## src/rtl/seq_mult_nbit.sv

```systemverilog
// Unsigned NxN shift-add multiplier with start/busy/done handshake.
// One add-or-skip plus right shift per cycle; the product is ready after N iterations.
module seq_mult_nbit #(
    parameter int N = 4
) (
    input  logic           clk,
    input  logic           rst_n,
    input  logic           start,
    input  logic [N-1:0]   a,
    input  logic [N-1:0]   b,
    output logic           busy,
    output logic           done,
    output logic [2*N-1:0] product
);

    localparam int CW = $clog2(N) + 1;

    typedef enum logic [1:0] {
        S_IDLE = 2'd0,
        S_RUN  = 2'd1,
        S_DONE = 2'd2
    } state_t;

    state_t        r_state;
    state_t        w_state_nxt;
    logic [N-1:0]  r_mcand;
    logic [N-1:0]  r_acc_hi;
    logic [N-1:0]  r_acc_lo;
    logic [CW-1:0] r_cnt;
    logic          r_busy;
    logic          r_done;
    logic          w_load;
    logic          w_step;
    logic [N-1:0]  w_addend;
    logic [N:0]    w_add;

    // Ripple-carry add with carry-in 0; result is {carry_out, sum}.
    function automatic logic [N:0] ripple_add(input logic [N-1:0] x, input logic [N-1:0] y);
        logic [N:0] res;
        logic       c;
        res = '0;
        c   = 1'b0;
        for (int k = 0; k < N; k++) begin
            res[k] = x[k] ^ y[k] ^ c;
            c      = (x[k] & y[k]) | (c & (x[k] ^ y[k]));
        end
        res[N] = c;
        return res;
    endfunction

    // Partial-product add: multiplicand only when the current multiplier bit is set.
    always_comb begin
        w_addend = '0;
        if (r_acc_lo[0]) begin
            w_addend = r_mcand;
        end else begin
            w_addend = '0;
        end
        w_add = ripple_add(r_acc_hi, w_addend);
    end

    // Next-state logic and datapath load/step controls.
    always_comb begin
        w_state_nxt = r_state;
        w_load      = 1'b0;
        w_step      = 1'b0;
        case (r_state)
            S_IDLE: begin
                if (start) begin
                    w_load      = 1'b1;
                    w_state_nxt = S_RUN;
                end else begin
                    w_state_nxt = S_IDLE;
                end
            end
            S_RUN: begin
                w_step = 1'b1;
                if (r_cnt == CW'(N - 1)) begin
                    w_state_nxt = S_DONE;
                end else begin
                    w_state_nxt = S_RUN;
                end
            end
            S_DONE: begin
                if (start) begin
                    w_load      = 1'b1;
                    w_state_nxt = S_RUN;
                end else begin
                    w_state_nxt = S_IDLE;
                end
            end
            default: begin
                w_state_nxt = S_IDLE;
            end
        endcase
    end

    // State register with busy/done registered from the next state.
    always_ff @(posedge clk or negedge rst_n) begin
        if (!rst_n) begin
            r_state <= S_IDLE;
            r_busy  <= 1'b0;
            r_done  <= 1'b0;
        end else begin
            r_state <= w_state_nxt;
            r_busy  <= (w_state_nxt == S_RUN);
            r_done  <= (w_state_nxt == S_DONE);
        end
    end

    // Accumulator: load operands on accept, add-and-shift while running.
    always_ff @(posedge clk or negedge rst_n) begin
        if (!rst_n) begin
            r_mcand  <= '0;
            r_acc_hi <= '0;
            r_acc_lo <= '0;
            r_cnt    <= '0;
        end else if (w_load) begin
            r_mcand  <= a;
            r_acc_hi <= '0;
            r_acc_lo <= b;
            r_cnt    <= '0;
        end else if (w_step) begin
            r_acc_hi <= w_add[N:1];
            r_acc_lo <= {w_add[0], r_acc_lo[N-1:1]};
            r_cnt    <= r_cnt + CW'(1);
        end else begin
            r_mcand  <= r_mcand;
            r_acc_hi <= r_acc_hi;
            r_acc_lo <= r_acc_lo;
            r_cnt    <= r_cnt;
        end
    end

    assign busy    = r_busy;
    assign done    = r_done;
    assign product = {r_acc_hi, r_acc_lo};

endmodule

```

## config.mk

```make
export PLATFORM = sky130hd
export DESIGN_NAME = seq_mult_nbit
export DESIGN_NICKNAME = d
export VERILOG_FILES = /design/src/rtl/seq_mult_nbit.sv
export SDC_FILE = /design/constraint.sdc
export NUM_CORES = 1
export LEC_CHECK = 0
export CORE_UTILIZATION = 54
export CTS_BUF_LIST = sky130_fd_sc_hd__clkbuf_4 sky130_fd_sc_hd__clkbuf_8
export CTS_CLUSTER_DIAMETER = 40
export DETAILED_ROUTE_END_ITERATION = 16
export GPL_TIMING_DRIVEN = 0
export PLACE_DENSITY_LB_ADDON = 0.3
export SLEW_MARGIN = 0
export SYNTH_ARGS = -nofsm -noshare
export SYNTH_HDL_FRONTEND = slang
export SYNTH_SLANG_ARGS = --single-unit
```

## constraint.sdc

```tcl
create_clock -name clk -period 3.95 [get_ports clk]
set_input_delay 0.79 -clock clk [delete_from_list [all_inputs] [get_ports clk]]
set_output_delay 0.79 -clock clk [all_outputs]
set_load 0.05 [all_outputs]
```

==> results.toml, run 1 <==
[floorplan]
rows = 14
die_w_um = 44.24
die_h_um = 44.24
ios = 21
core_area_sq_mm = 0.001594
start_util = 0.6044
die_area_sq_mm = 0.001957

[pwr]
static-leakage-power_nw = 0.5337
p_per_area_mw_per_mm2 = 840.0
peakVddDrop_mv = 0.4807

[setup_path]
end_kind = "output port"
cp-start-kind = "flop"
arrival_ns = 1.56
cp_max_fo = 6
crit_type = "flop to output port"
slowest_delay_ns = 0.83
cp.buffers_inverters = 1
path_cells = "clkdlybuf4s50_1"
cp_top_family = "buffers and inverters"
crit_slowest_cell = "clkdlybuf4s50_1"
critical_path_required_ns = 3.16

[route]
drc = 0
wl_met2_um = 810
top_layer_used = "met4"
wl_met3_um = 59
drt_iter0_drc = 4
wl_per_cell_um = 13.56
first_pass_iters = 4
routed_wl_um = 1736
detail-route-antenna-nets = 0
vias = 666
vias_per_cell = 5.203
met1_length_um = 840

[logic_synthesis]
yosysMostFrequentCell = "dfrtp_1"
ys.flop_type = "dfrtp_1"
ys_warn_count = 0
ys_seq_area_frac = 0.4935
synth_edf_count = 0
synth_area_sq_um = 963.4
synth_top_area_frac = 0.4935
postSynth.asyncResetShare = 1.000
synth_cells = 80
synth_seq_cells = 19
synth.distinct_cells = 23
avgSynthCellArea_sq_um = 12.04
syn_nets = 97
yosys.area.top_type = "dfrtp_1"
yosys-top-cells-area = "dfrtp_1, mux2_2, a22o_1"
synthTopCellsByCount = "dfrtp_1, a22o_1, inv_1, mux2_2"

[worst_hold_path]
min_path_type = "flop to flop"

[clocking]
ctsHoldBuffers = 0
cts_tree = "yes"
cts-root-buf = "clkbuf_4"
clkLatencyLatePin_ns = 0.30
cts_buffers = 3
cts_resized = 0
cts_sinks = 19
cts_max_path_buffers = 2
cts.htree.levels = 1
clk_pin_slew_worst_paths_ns = 0.11
cts_setup_buffers = 0

[timing]
finalClockSkew_ns = 0.001551
fin_setup_tns_ns = 0
worst_slew_pin_slew_ns = 0.8484
period_needed_ns = 2.354
timing.final.crit_share = 0.5959
rsz0062_at_grt = "no"
slew_headroom = 0.4326
fmax_mhz = 424.9
slew_viol_final = 0
hold_viol = 0
final-setup-viol-count = 0

[placement]
hpwl_um = 1274
portBuffers = 20
gp_congestion = 0.6982

[global_routing]
grt_start_max_net_pins = 20
antenna_found_initial = 0
grt_overflow = 0
grt_pass1_wl_um = 2801
grt_usage = 0.2019
grt_pass1_vias = 612

[layout]
area_growth_pct = 26.75
drive_above_1_share = 0.1154
final_util = 0.7661
finalNetCount = 122
n_antenna_cell = 0

[flow_run]
drv_cap = 0

[run_status]
outcome = "finished, final reports clean"
==> layout by cell type (no fill, tap or decap) <==
master / netlist / routed
clkdlybuf4s50_1: 0 / 20
dfrtp_1: 19 / 19
a22o_1: 7 / 7
inv_1: 6 / 6
mux2_2: 6 / 6
and2_1: 4 / 4
nand2_1: 4 / 4
mux2i_1: 4 / 4
and2b_1: 3 / 3
a211oi_1: 3 / 3
a21oi_1: 3 / 3
fa_1: 3 / 3
ha_1: 3 / 3
clkbuf_4: 0 / 3
nor2b_1: 2 / 2
o21bai_1: 2 / 2
nor2_1: 2 / 2
o21ai_0: 2 / 2
buf_4: 1 / 1
nand2b_1: 1 / 1
buf_6: 1 / 1
xnor2_1: 1 / 1
clkbuf_1: 1 / 1
a21o_1: 1 / 1
o2bb2ai_1: 1 / 1
clkinv_2: 0 / 1
==> logic make-up after synthesis <==
| group | share of synthesized area |
|---|---|
| flip-flops | 0.4935 |
| AND/OR/NAND/NOR | 0.09220 |
| AO/OA/AOI/OAI | 0.1454 |
| multiplexers | 0.1117 |
| adder cells (fa/ha/maj) | 0.1013 |
| buffers and inverters | 0.04675 |
| XOR/XNOR | 0.009093 |
==> registers in the layout, summed over array words and instances, names as in the netlist <==
name,cells
busy,1
r_cnt,3
r_acc_lo,4
done,1
r_acc_hi,4
r_mcand,4
r_state,2
==> power by group <==
| group | total, mW | internal (mW) | switching, mW |
|---|---|---|---|
| clock | 0.0993 | 0.0378 | 0.0615 |
| combinational | 0.569 | 0.249 | 0.319 |
| sequential | 0.358 | 0.283 | 0.0749 |
| total | 1.03 | 0.570 | 0.456 |
==> area by class of cell <==
type                    count  area (sq um)
plain buffers               3         22.52
fillers                   113         372.9
clock inverters             1         5.005
multi-input cells          52         442.9
inverters                   6         22.52
well taps                  24         30.03
repair buffers             20         200.2
clock buffers               3         22.52
flip-flops and latches     19         475.5
==> stage by stage <==
step / instance area (sq um) / std cells / power, mW / hold slack (ns) / setup slack (ns)
2_1_floorplan: 963.4 / 80 / 0.7661 / 0.4561 / 1.514
4_1_cts: 1221 / 128 / 1.035 / 0.5049 / 1.583
3_3_place_gp: 1194 / 124 / 0.9112 / 0.4730 / 1.772
5_1_grt: 1221 / 128 / 1.095 / 0.5295 / 1.549
6_report: 1221 / 128 / 1.026 / 0.5050 / 1.596
3_5_place_dp: 1194 / 124 / 0.9332 / 0.4756 / 1.740
==> worst register-to-register path, delay by kind of cell (launching register included) <==
kind	cells	cell delay (ns)
AOI/OAI and AO/OA	2	0.30
and+or+nand+nor	1	0.17
adders and majority gates	4	1.08
buffers and inverters	3	0.18
DFF	1	0.44
==> final timing paths <==
path	startpoint	end	slack (ns)	depth (start not counted)
max in group asynchronous	rst_n	busy$_DFF_PN0_	2.47	1
worst max-delay path	r_acc_lo[0]$_DFFE_PN0P_	product[0]	1.60	1
worst min-delay path	r_cnt[2]$_DFFE_PN0P_	r_cnt[2]$_DFFE_PN0P_	0.51	1
worst max register to register	r_acc_lo[0]$_DFFE_PN0P_	r_acc_hi[2]$_DFFE_PN0P_	1.73	10
worst min register to register	r_cnt[2]$_DFFE_PN0P_	r_cnt[2]$_DFFE_PN0P_	0.51	1
min in group asynchronous	rst_n	r_acc_lo[2]$_DFFE_PN0P_	0.96	1
==> layer usage <==
layer / track usage / vias to the layer above
met4: 0.07273 / 0
met3: 0.02449 / 2
met5: 0 / -
li1: - / 328
met1: 0.2656 / 319
met2: 0.3441 / 17
(Power assumes the default switching activity.)
==> inputs of run 2 (changes only) <==
--- a/config.mk
+++ b/config.mk
@@ -5,7 +5,7 @@
 export SDC_FILE = /design/constraint.sdc
 export NUM_CORES = 1
 export LEC_CHECK = 0
-export CORE_UTILIZATION = 54
+export CORE_UTILIZATION = 51
 export CTS_BUF_LIST = sky130_fd_sc_hd__clkbuf_4 sky130_fd_sc_hd__clkbuf_8
 export CTS_CLUSTER_DIAMETER = 40
 export DETAILED_ROUTE_END_ITERATION = 16
==> constraint.sdc (replaced) <==
create_clock -name clk -period 2.2 [get_ports clk]
set_input_delay 0.44 -clock clk [delete_from_list [all_inputs] [get_ports clk]]
set_output_delay 0.44 -clock clk [all_outputs]
set_load 0.05 [all_outputs]
==> run 2 against run 1 <==
  * Via count up 3.8%
  * Core utilization shrank 4.6 points
  * Die area up 5.6%
  * Largest cell class unchanged
  * Register-to-register slack lost 1.7 ns
  * Global-route usage up 0.80 points
  * Count of clock-buffer cells in the layout did not move
  * Worst hold slack worse by 0.0058 ns
  * Setup slack lost 1.5 ns
  * Total power up 89%
  * Critical endpoint is now r_acc_hi[2]$_DFFE_PN0P_
  * Critical path depth up 9
  * Clock skew grew 0.0028 ns
  * Sequential power increased by 81%
  * Highest routed layer unchanged
==> results.toml, run 2 (same netlist as run 1, synthesis figures left out) <==
[global_routing]
antenna_found_initial = 0
grt_usage = 0.2099
grt_start_max_net_pins = 20
grt_pass1_wl_um = 2994
grt_overflow = 0
grt_pass1_vias = 665

[timing]
period_needed_ns = 2.138
worst_slew_pin_slew_ns = 0.8218
final-setup-viol-count = 0
fin_setup_tns_ns = 0
fmax_mhz = 467.8
hold_viol = 0
finalClockSkew_ns = 0.004305
timing.final.crit_share = 0.9717
slew_headroom = 0.4504
holdWs_ns = 0.4992
slew_viol_final = 0

[route]
routed_wl_um = 1784
detail-route-antenna-nets = 0
wl_per_cell_um = 13.72
drt_iter0_drc = 14
vias = 691
vias_per_cell = 5.315
drc = 0
first_pass_iters = 4

[placement]
hpwl_um = 1328
portBuffers = 20
gp_congestion = 0.7457

[setup_path]
end_kind = "flop"
crit_type = "flop to flop"
cp-start-kind = "flop"
cp_max_fo = 2
critical_path_required_ns = 2.39
ff2ff_path_depth = 10
arrival_ns = 2.33

[floorplan]
die_h_um = 45.47
core_area_sq_mm = 0.001745
start_util = 0.5520
ios = 21
rows = 15
die_w_um = 45.47
die_area_sq_mm = 0.002067

[layout]
area_growth_pct = 30.39
final_util = 0.7197
n_antenna_cell = 0
multiInputGateArea_sq_um = 466.7
finalNetCount = 123
final_common_cell = "clkdlybuf4s50_1"
drive_above_1_share = 0.2095
final_cell_mix = "clkdlybuf4s50_1, dfrtp_1, a22o_1"
top_regs = "r_acc_hi: 4 flops, r_acc_lo: 4 flops, r_mcand: 4 flops"
regArea_sq_um = 478.0
nFillCells = 137

[clocking]
clk_pin_slew_worst_paths_ns = 0.11
cts.htree.levels = 1
cts_tree = "yes"
cts-root-buf = "clkbuf_4"
cts_sinks = 19
clkLatencyLatePin_ns = 0.30
cts_buffers = 3
cts_max_path_buffers = 2

[worst_hold_path]
holdPathStages = 1
min_path_type = "flop to flop"

[run_status]
outcome = "finished, final reports clean"

[pwr]
report.power.total_mw = 1.937
p_per_area_mw_per_mm2 = 1542
peakVddDrop_mv = 0.9015
static-leakage-power_nw = 0.5365

[flow_run]
drv_cap = 0
-- run 2: repair_timing --
item                                    4_1_cts  5_1_grt
pin swaps                                     0        2
gates resized for setup                       1        4
hold buffers                                  0        0
endpoints found under the setup margin        1        1
setup buffers                                 1        0
cloned                                        0        0
-- run 2: path summary, 6_finish.rpt --
kind | startpoint | endpoint | slack, ns
max | r_acc_lo[0]$_DFFE_PN0P_ | r_acc_hi[2]$_DFFE_PN0P_ | 0.06
max in group asynchronous | rst_n | r_acc_hi[0]$_DFFE_PN0P_ | 1.03
min reg2reg | r_cnt[2]$_DFFE_PN0P_ | r_cnt[2]$_DFFE_PN0P_ | 0.50
min in group asynchronous | rst_n | done$_DFF_PN0_ | 0.61
max reg2reg | r_acc_lo[0]$_DFFE_PN0P_ | r_acc_hi[2]$_DFFE_PN0P_ | 0.06
min | r_cnt[2]$_DFFE_PN0P_ | r_cnt[2]$_DFFE_PN0P_ | 0.50
-- run 2: layer usage --
metal	GRT usage	share of wire
met1	0.2891	0.46
met2	0.3029	0.47
met3	0.05952	0.045
met4	0.1030	0.027
met5	0	0
-- run 2: power by group --
part | switching, mW | total [mW] | internal (mW) | leakage, nW
combinational | 0.606 | 1.12 | 0.510 | 0.288
clock | 0.105 | 0.173 | 0.0677 | 0.0177
sequential | 0.136 | 0.648 | 0.511 | 0.230
-- run 2: cell type report --
cell class	count	area share
Timing Repair Buffer	21	0.1653
Sequential cell	19	0.3805
Tap cell	25	0.02490
Inverter	6	0.01793
Buffer	3	0.01793
Multi-Input combinational cell	52	0.3715
Clock buffer	3	0.01793
Clock inverter	1	0.003984
-- run 2: worst max-delay path, cell delays in order, from the launching register on --
cell and delay, ns:
dfrtp_2 0.37, and2_4 0.16, ha_4 0.13, inv_2 0.03
fa_2 0.34, inv_2 0.06, fa_2 0.18, inv_2 0.04
fa_1 0.49, o21ai_1 0.06, a22o_1 0.17
-- run 2: metrics by stage --
stage	setup slack, ns	cells	cell area (sq um)
3_3_place_gp	0.01330	125	1206
4_1_cts	0.01658	130	1241
5_1_grt	-0.001430	130	1256
2_1_floorplan	-0.06158	80	974.7
6_report	0.06220	130	1256
3_5_place_dp	-0.02546	125	1206
==> inputs of run 3 (changes only) <==
--- a/config.mk
+++ b/config.mk
@@ -5,11 +5,12 @@
 export SDC_FILE = /design/constraint.sdc
 export NUM_CORES = 1
 export LEC_CHECK = 0
-export CORE_UTILIZATION = 51
+export CELL_PAD_IN_SITES_DETAIL_PLACEMENT = 0
+export CELL_PAD_IN_SITES_GLOBAL_PLACEMENT = 1
+export CORE_UTILIZATION = 40
 export CTS_BUF_LIST = sky130_fd_sc_hd__clkbuf_4 sky130_fd_sc_hd__clkbuf_8
 export CTS_CLUSTER_DIAMETER = 40
 export DETAILED_ROUTE_END_ITERATION = 16
-export GPL_TIMING_DRIVEN = 0
 export PLACE_DENSITY_LB_ADDON = 0.3
 export SLEW_MARGIN = 0
 export SYNTH_ARGS = -nofsm -noshare
==> run 3 against run 2 <==
  * Worst hold slack got worse by 0.028 ns
  * Register-to-register slack improved by 0.02 ns
  * Total power fell by 2.1%
  * Via count rose by 0.43%
  * Final cell count rose by 3.1%
  * Critical path type unchanged
  * Die area rose by 26%
  * Combinational power fell by 4%
  * Clock skew fell by 0.0023 ns
  * Setup slack improved by 0.018 ns
  * Global-route usage fell by 5.5 points
  * Largest cell class unchanged
  * Count of clock-buffer cells in the layout rose by 1
==> results.toml, run 3 (same netlist as run 1, synthesis figures left out) <==
[floorplan]
die_area_sq_mm = 0.002609
rows = 17
ios = 21
die_h_um = 51.08
die_w_um = 51.08
core_area_sq_mm = 0.002233
start_util = 0.4314

[clocking]
cts.htree.levels = 1
cts_tree = "yes"
cts_buffers = 3
clkLatencyLatePin_ns = 0.29
ctsHoldBuffers = 0
cts_setup_buffers = 0
cts_sinks = 19
cts_max_path_buffers = 2
cts-root-buf = "clkbuf_4"
cts_resized = 0
clk_pin_slew_worst_paths_ns = 0.11

[run_status]
outcome = "finished, final reports clean"

[timing]
timing.final.crit_share = 0.9636
rsz0062_at_grt = "yes"
finalClockSkew_ns = 0.002014
period_needed_ns = 2.120
fmax_mhz = 471.7
final-setup-viol-count = 0
hold_viol = 0
slew_viol_final = 0
slew_headroom = 0.6289
worst_slew_pin_slew_ns = 0.5567

[setup_path]
rrSetupSlack_ns = 0.08
crit_type = "flop to flop"
reg2reg_from = "r_acc_lo[0]$_DFFE_PN0P_"
arrival_ns = 2.31
cp.depth = 10
critical_path_required_ns = 2.39
slowest_delay_ns = 0.49
cp_top_family = "adder cells"
end_kind = "flop"
path_cells = "and2_1, ha_2, inv_2, fa_2, inv_2, fa_2, inv_1, fa_1, o21ai_2, a22o_1"
cp.buffers_inverters = 3
timing.rr.end = "r_acc_hi[2]$_DFFE_PN0P_"
cp-start-kind = "flop"
cp_max_fo = 2
ff2ff_path_depth = 10
crit_slowest_cell = "fa_1"

[layout]
drive_above_1_share = 0.2170
nFillCells = 207
final_cell_mix = "clkdlybuf4s50_1, dfrtp_1, a22o_1"
top_regs = "r_acc_hi: 4 flops, r_acc_lo: 4 flops, r_mcand: 4 flops"
n_antenna_cell = 0
final_cells = 134
final_common_cell = "clkdlybuf4s50_1"
final_util = 0.5647
finalNetCount = 124
area_growth_pct = 30.91

[pwr]
p_int_mw = 1.085
p_clk_frac = 0.099
static-leakage-power_nw = 0.5424
switching_power_mw = 0.8116
p_per_area_mw_per_mm2 = 1504
peakVddDrop_mv = 0.8280
p_seq_frac = 0.336
switching_share = 0.4279
p_comb_frac = 0.564

[global_routing]
grt_start_max_net_pins = 20
antenna_found_initial = 0
gr-usage-met3 = 0.02679
grt_usage = 0.1550
grt_pass1_vias = 659
use_met1 = 0.2085
grt_pass1_wl_um = 2980
met2_usage = 0.2500
busiest_layer = "met2"
grt_overflow = 0

[placement]
gp_congestion = 0.6809
portBuffers = 20
place_inst = 130
hpwl_um = 1238

[route]
drt_iter0_drc = 3
routed_wl_um = 1648
vias = 694
first_pass_iters = 2
wl_per_cell_um = 12.30
drc = 0
detail-route-antenna-nets = 0
vias_per_cell = 5.179

[flow_run]
drv_cap = 0

[worst_hold_path]
min_path_type = "input port to asynchronous set/reset pin"
## run 3: cell types whose count changed in the layout (fill, tap and decap cells not counted), sizes merged
cell	previous run	this run
buf	3	5
clkinv	1	0
## run 3: how the worst max path moves through the flow
stage | end | from | slack (ns)
floorplan | r_acc_hi[2]$_DFFE_PN0P_ | r_acc_lo[0]$_DFFE_PN0P_ | -0.06
global placement | r_acc_hi[2]$_DFFE_PN0P_ | r_acc_lo[0]$_DFFE_PN0P_ | 0.11
detailed placement | r_acc_hi[2]$_DFFE_PN0P_ | r_acc_lo[0]$_DFFE_PN0P_ | 0.05
CTS | r_acc_hi[2]$_DFFE_PN0P_ | r_acc_lo[0]$_DFFE_PN0P_ | 0.03
global route | r_acc_hi[2]$_DFFE_PN0P_ | r_acc_lo[0]$_DFFE_PN0P_ | -0.009
finish | r_acc_hi[2]$_DFFE_PN0P_ | r_acc_lo[0]$_DFFE_PN0P_ | 0.08
## run 3: layout make-up
cell class              instances  area, sq um  share of cell area
clock buffers                   4        30.03             0.02381
inverters                       6        22.52             0.01786
multi-input cells              52        457.9              0.3631
flip-flops and latches         19        478.0              0.3790
well taps                      28        35.03             0.02778
repair buffers                 25        237.7              0.1885
## run 3: layer usage
metal | part of all wire | routed length [um]
met5 | 0 | 0
met4 | 0.0061 | 10
met3 | 0.029 | 48
met2 | 0.50 | 825
met1 | 0.46 | 764
## run 3: worst reg2reg max path: stages (launching register included)
cell and delay [ns]:
dfrtp_2 0.37, and2_1 0.12, ha_2 0.16, inv_2 0.03, fa_2 0.33, inv_2 0.06
fa_2 0.17, inv_1 0.04, fa_1 0.49, o21ai_2 0.05, a22o_1 0.20
## run 3: through the flow
step | cell area, sq um | hold WS (ns) | power [mW] | setup TNS [ns] | setup WS (ns)
6_report | 1261 | 0.4708 | 1.897 | 0 | 0.08013
5_1_grt | 1261 | 0.4886 | 2.056 | -0.009267 | -0.009267
4_1_cts | 1255 | 0.4833 | 1.903 | 0 | 0.02909
3_5_place_dp | 1225 | 0.4743 | 1.715 | 0 | 0.05452
3_3_place_gp | 1225 | 0.4730 | 1.685 | 0 | 0.1052
2_1_floorplan | 974.7 | 0.1444 | 1.402 | -0.06802 | -0.06158
## run 3: power by group through the flow
stage          Clock, mW  Sequential, mW  Combinational, mW
6_report           0.188           0.638               1.07
4_1_cts            0.193           0.639               1.07
3_5_place_dp           0           0.646               1.07
2_1_floorplan          0           0.886              0.516
3_3_place_gp           0           0.641               1.04
5_1_grt            0.210           0.661               1.18
==> edit 1 (config.mk and constraints of run 2) <==
The output `done` loses its register stage (`r_done` becomes a continuous assignment).
--- a/src/rtl/seq_mult_nbit.sv
+++ b/src/rtl/seq_mult_nbit.sv
@@ -100,13 +100,13 @@
         if (!rst_n) begin
             r_state <= S_IDLE;
             r_busy  <= 1'b0;
-            r_done  <= 1'b0;
         end else begin
             r_state <= w_state_nxt;
             r_busy  <= (w_state_nxt == S_RUN);
-            r_done  <= (w_state_nxt == S_DONE);
         end
     end
+
+    assign r_done = (w_state_nxt == S_DONE);
 
     // Accumulator: load operands on accept, add-and-shift while running.
     always_ff @(posedge clk or negedge rst_n) begin
Check against the original RTL: not equivalent (a bounded check fails within 10 cycles, from zero or initial values and one cycle with rst_n low).
==> edit 1 against run 2 <==
- sequential cell count shrank 1
- sequential share of layout area is 1.1 points lower
- non-clock buffer count up 1
- area after synthesis is the same
- combinational power is 4% lower
- first-iteration DRC count down 50%
- routed wire length decreased by 3.3%
- hold slack worse by 0.16 ns
- power down 2.9%
- worst setup slack lost 0.0055 ns
- synthesized cell count is 2.5% higher
- cell area fell by 2.4%
==> edit 1: results (changes against run 2) <==
remaining antenna violation count=0 (unchanged); GPL Wtd Cong=0.821 (+10%); largest net degree at the start of global routing=19 (-5.0%); CTS max path bufs=2 (unchanged); mean routed wirelength per cell=13.2 um (-4.0%); Critical Path End=r_acc_hi[2]; FILL cells=139 (+1.5%); synth unique cells=25 (+8.7%); R2R Path End=r_acc_hi[2]; initial antenna violation count=0 (unchanged); global-route usage over all layers=0.191 (-0.0189); status=completed; worst min-delay path category=in -> reg; DR vias=675 (-2.3%); Seq/Total Area, Yosys=0.468 (-0.0260); layout cells sized above 1=0.160 (-0.0491); P_leak=0.000530 uW (-1.3%); DR iter-0 viols=7 (-7); root buf cell=clkbuf_4; Async SR Flop Fraction=1.00 (unchanged); nets=124 (+0.81%); DP HPWL=1.27 mm (-4.2%); Port Buffers=19 (-5.0%); Syn Nets=99 (+2.1%); maximum VDD drop=0.888 mV (-1.4%); cts bufs inserted=3 (unchanged); reg2reg setup slack=0.06 ns; commonest cells in the netlist=18 x dfrtp_1, 6 x a22o_1, 6 x inv_1; hold path depth=2 (+1); slew margin rel.=0.457 (+0.00647); Area contributors post-synth=dfrtp_1 47%, fa_1 6.2%, a22o_1 5.5%, mux2_2 4.7%, mux2i_1 4.2%; vias in the first global route=671 (+0.90%); first-pass GRT wire length=2.73 mm (-8.8%); Layout Skew=0.00531 ns (+0.00100 ns); worst endpoint data arrival time=2.39 ns (+0.06 ns)
edit 1: cell types whose count changed after synthesis, sizes merged:
| cell | change |
|---|---|
| a22o | -1 |
| and2b | -3 |
| buf | +2 |
| dfrtp | -1 |
| nand2 | +1 |
| nor2b | +3 |
| o31ai | +1 |
edit 1: what timing repair did:
| action | 4_1_cts | 5_1_grt |
|---|---|---|
| endpoints found under the setup margin | 2 | 2 |
| cloned | 0 | 0 |
| hold buffers | 0 | 0 |
| setup buffers | 1 | 0 |
| resized for setup | 1 | 3 |
| hold endpoints to repair | 0 | 0 |
edit 1: cell families (layout without fill, tap and decap cells):
logic type	Yosys count	count (layout)	share of synthesized area
compound gates	19	19	0.144
fa+ha+maj	6	6	0.101
flops	18	18	0.468
simple gates	17	17	0.100
buf+inv	11	35	0.0662
mux	10	10	0.112
xor+xnor	1	1	0.00909
edit 1: stage by stage:
| stage | instance area [um2] | setup WS, ns | instances |
|---|---|---|---|
| after global routing | 1230 | -0.0404 | 131 |
| after detailed placement | 1190 | 0.00409 | 126 |
| final | 1230 | 0.0567 | 131 |
| after global placement | 1190 | 0.0256 | 126 |
| after CTS | 1230 | 0.0274 | 131 |
| after floorplan | 966 | -0.0734 | 82 |
edit 1: worst min path at each step:
stage	from	end	slack, ns
floorplan	rst_n	busy	0.14
global placement	r_mcand[2]	r_mcand[2]	0.46
detailed placement	r_mcand[1]	r_mcand[1]	0.48
CTS	start	r_acc_hi[1]	0.35
global route	start	r_acc_hi[1]	0.34
finish	start	r_acc_hi[1]	0.34
edit 1: area by class of cell:
class | instances | area, um2 | share of cell area
inverters | 6 | 22.5 | 0.0184
multi-input cells | 53 | 449 | 0.366
repair buffers | 20 | 193 | 0.157
clock buffers | 4 | 36.3 | 0.0296
flip-flops and latches | 18 | 453 | 0.369
plain buffers | 5 | 41.3 | 0.0337
well taps | 25 | 31.3 | 0.0255
edit 1: report_power, final:
part / total (uW) / leakage [uW] / internal (uW) / switching [uW]
Sequential: 594 / 0.000217 / 488 / 105
Combinational: 1080 / 0.000292 / 468 / 610
Clock: 209 / 0.0000210 / 101 / 108
Total: 1880 / 0.000530 / 1060 / 823
edit 1: critical path, stage by stage (launching register included):
cell     delay [ns]
dfrtp_2        0.42
and2_1         0.16
ha_1           0.17
inv_1          0.06
fa_1           0.15
inv_1          0.05
fa_1           0.35
inv_1          0.07
fa_1           0.40
o21ai_1        0.12
a22o_1         0.13
edit 1: layer usage:
| layer | share of wire | vias up | routed length, um | global-route usage |
|---|---|---|---|---|
| li1 | - | 327 | - | - |
| met1 | 0.46 | 327 | 797 | 0.223 |
| met2 | 0.48 | 19 | 831 | 0.326 |
| met3 | 0.051 | 2 | 88 | 0.0714 |
| met4 | 0.0046 | 0 | 8 | 0.0545 |
| met5 | 0 | - | 0 | 0 |
==> edit 2 (config.mk and constraints of run 2) <==
Without the edit above. Set the parameter `N` to 2 (it was 4).
--- a/src/rtl/seq_mult_nbit.sv
+++ b/src/rtl/seq_mult_nbit.sv
@@ -1,7 +1,7 @@
 // Unsigned NxN shift-add multiplier with start/busy/done handshake.
 // One add-or-skip plus right shift per cycle; the product is ready after N iterations.
 module seq_mult_nbit #(
-    parameter int N = 4
+    parameter int N = 2
 ) (
     input  logic           clk,
     input  logic           rst_n,
Ports: changed (resized a, b and product); port bits go from 21 to 13. The function was not compared with the original's and may differ.
==> edit 2 against run 2 <==
- routed wire length shrank 41%
- sequential cell count is 7 lower
- core utilization is 2.6 points lower
- power is 36% lower
- critical path depth decreased by 9
- worst setup slack gained 0.19 ns
- area after synthesis shrank 37%
- cell area shrank 39%
- critical path type is now reg -> out
==> edit 2: results (changes against run 2) <==
vias in the first global route=374 (-44%); nets=76 (-38%); CP peak stage delay=0.84 ns (+0.35 ns); DR iter-0 viols=5 (-9); Async SR Flop Fraction=1.00 (unchanged); synth unique cells=17 (-26%); final WL=1.05 mm (-41%); CP Max Fanout=5 (+3); Syn Nets=59 (-39%); net load switching power=530 uW (-37%); worst endpoint data arrival time=1.51 ns (-0.82 ns); slowest CP cell=clkdlybuf4s50_1; Area contributors post-synth=dfrtp_1 49%, mux2i_1 9.8%, nand2b_1 7.2%, a32o_1 4.9%, mux2_4 4.9%; Top Family by Delay on Critical Path=buffers and inverters; status=completed; Layout Skew=0.000584 ns (-0.00372 ns); largest net degree at the start of global routing=13 (-35%); Worst-Margin Slew=0.521 ns (-0.301 ns); Worst Reg-to-Reg Cells=6 (-4); CTS max path bufs=2 (unchanged); Post-CTS Resized=0 (-1); maximum VDD drop=0.809 mV (-10%); pre-CTS setup slack=0.507 ns (+0.532 ns); initial antenna violation count=0 (unchanged); Seq/Total Area, Yosys=0.492 (-0.00170); DP HPWL=743 um (-44%); GPL Wtd Cong=0.696 (-6.6%); P_leak=0.000346 uW (-35%); layout cells sized above 1=0.125 (-0.0845); worst min-delay path category=in -> async; first-pass GRT wire length=1.60 mm (-47%); syn_area_per_cell=12.5 um2 (+3.5%); Reg clk slew, reported paths=0.07 ns (-0.04 ns); mean routed wirelength per cell=13.5 um (-1.8%); Via density=5.32 (about the same); placed cells=75 (-40%); Clk Latency, worst-skew pair=0.26 ns (-0.04 ns); commonest cells in the netlist=12 x dfrtp_1, 7 x nand2b_1, 6 x mux2i_1; Port Buffers=12 (-40%); post-CTS setup buffer count=0 (-1); global-route usage over all layers=0.178 (-0.0315)
==> edit 2: cell types whose count changed after synthesis, sizes merged, moves of 4 or more <==
cell	delta
nand2b	+6
mux2	-4
a22o	-6
dfrtp	-7
==> edit 2: cell families after synthesis <==
| logic type | after synthesis | synth area share |
|---|---|---|
| AO/OA/AOI/OAI | 6 | 0.0881 |
| XOR/XNOR | 1 | 0.0143 |
| adder cells (fa/ha/maj) | 3 | 0.0738 |
| buffers and inverters | 6 | 0.0553 |
| flip-flops | 12 | 0.492 |
| multiplexers | 8 | 0.148 |
| AND/OR/NAND/NOR | 13 | 0.129 |
==> edit 2: layer usage <==
metal | vias up | part of all wire | wire (um) | track usage
li1 | 198 | - | - | -
met1 | 206 | 0.45 | 474 | 0.220
met2 | 11 | 0.51 | 534 | 0.299
met3 | 0 | 0.041 | 43 | 0.0549
met4 | 0 | 0 | 0 | 0.0556
met5 | - | 0 | 0 | 0
==> edit 2: path summary, 6_finish.rpt <==
check | start | end | slack [ns]
max in group asynchronous | rst_n | r_cnt[1] | 1.34
setup / recovery | r_acc_lo[0] | product[0] | 0.25
setup reg to reg | r_acc_lo[0] | r_acc_hi[0] | 0.58
min in group clk | r_mcand[0] | r_mcand[0] | 0.52
hold reg to reg | r_mcand[0] | r_mcand[0] | 0.52
hold / removal | rst_n | r_acc_hi[1] | 0.52
==> edit 2: through the flow <==
step	instance area (um2)	util
finish	771	0.694
global route	771	0.694
CTS	771	0.694
detailed placement	748	0.673
global placement	748	0.673
floorplan	611	-
==> edit 2: worst reg2reg max path, cell delays in order, from the launching register on <==
cell and delay, ns:
dfrtp_1 0.40, and2_1 0.15, ha_1 0.13, inv_1 0.04, fa_1 0.47, nand2b_1 0.06
a32o_1 0.25
==> edit 2: power groups by stage <==
stage | clock network, uW | logic, uW | registers [uW]
global placement | 0 | 690 | 392
finish | 129 | 706 | 396
floorplan | 0 | 358 | 558
global route | 142 | 763 | 408
detailed placement | 0 | 705 | 397
CTS | 135 | 711 | 397
==> edit 2: cell type report <==
cell class | count | area (um2)
well taps | 14 | 17.5
flip-flops and latches | 12 | 300
repair buffers | 12 | 120
plain buffers | 2 | 18.8
clock buffers | 3 | 22.5
multi-input cells | 31 | 277
inverters | 4 | 15.0
fillers | 94 | 340
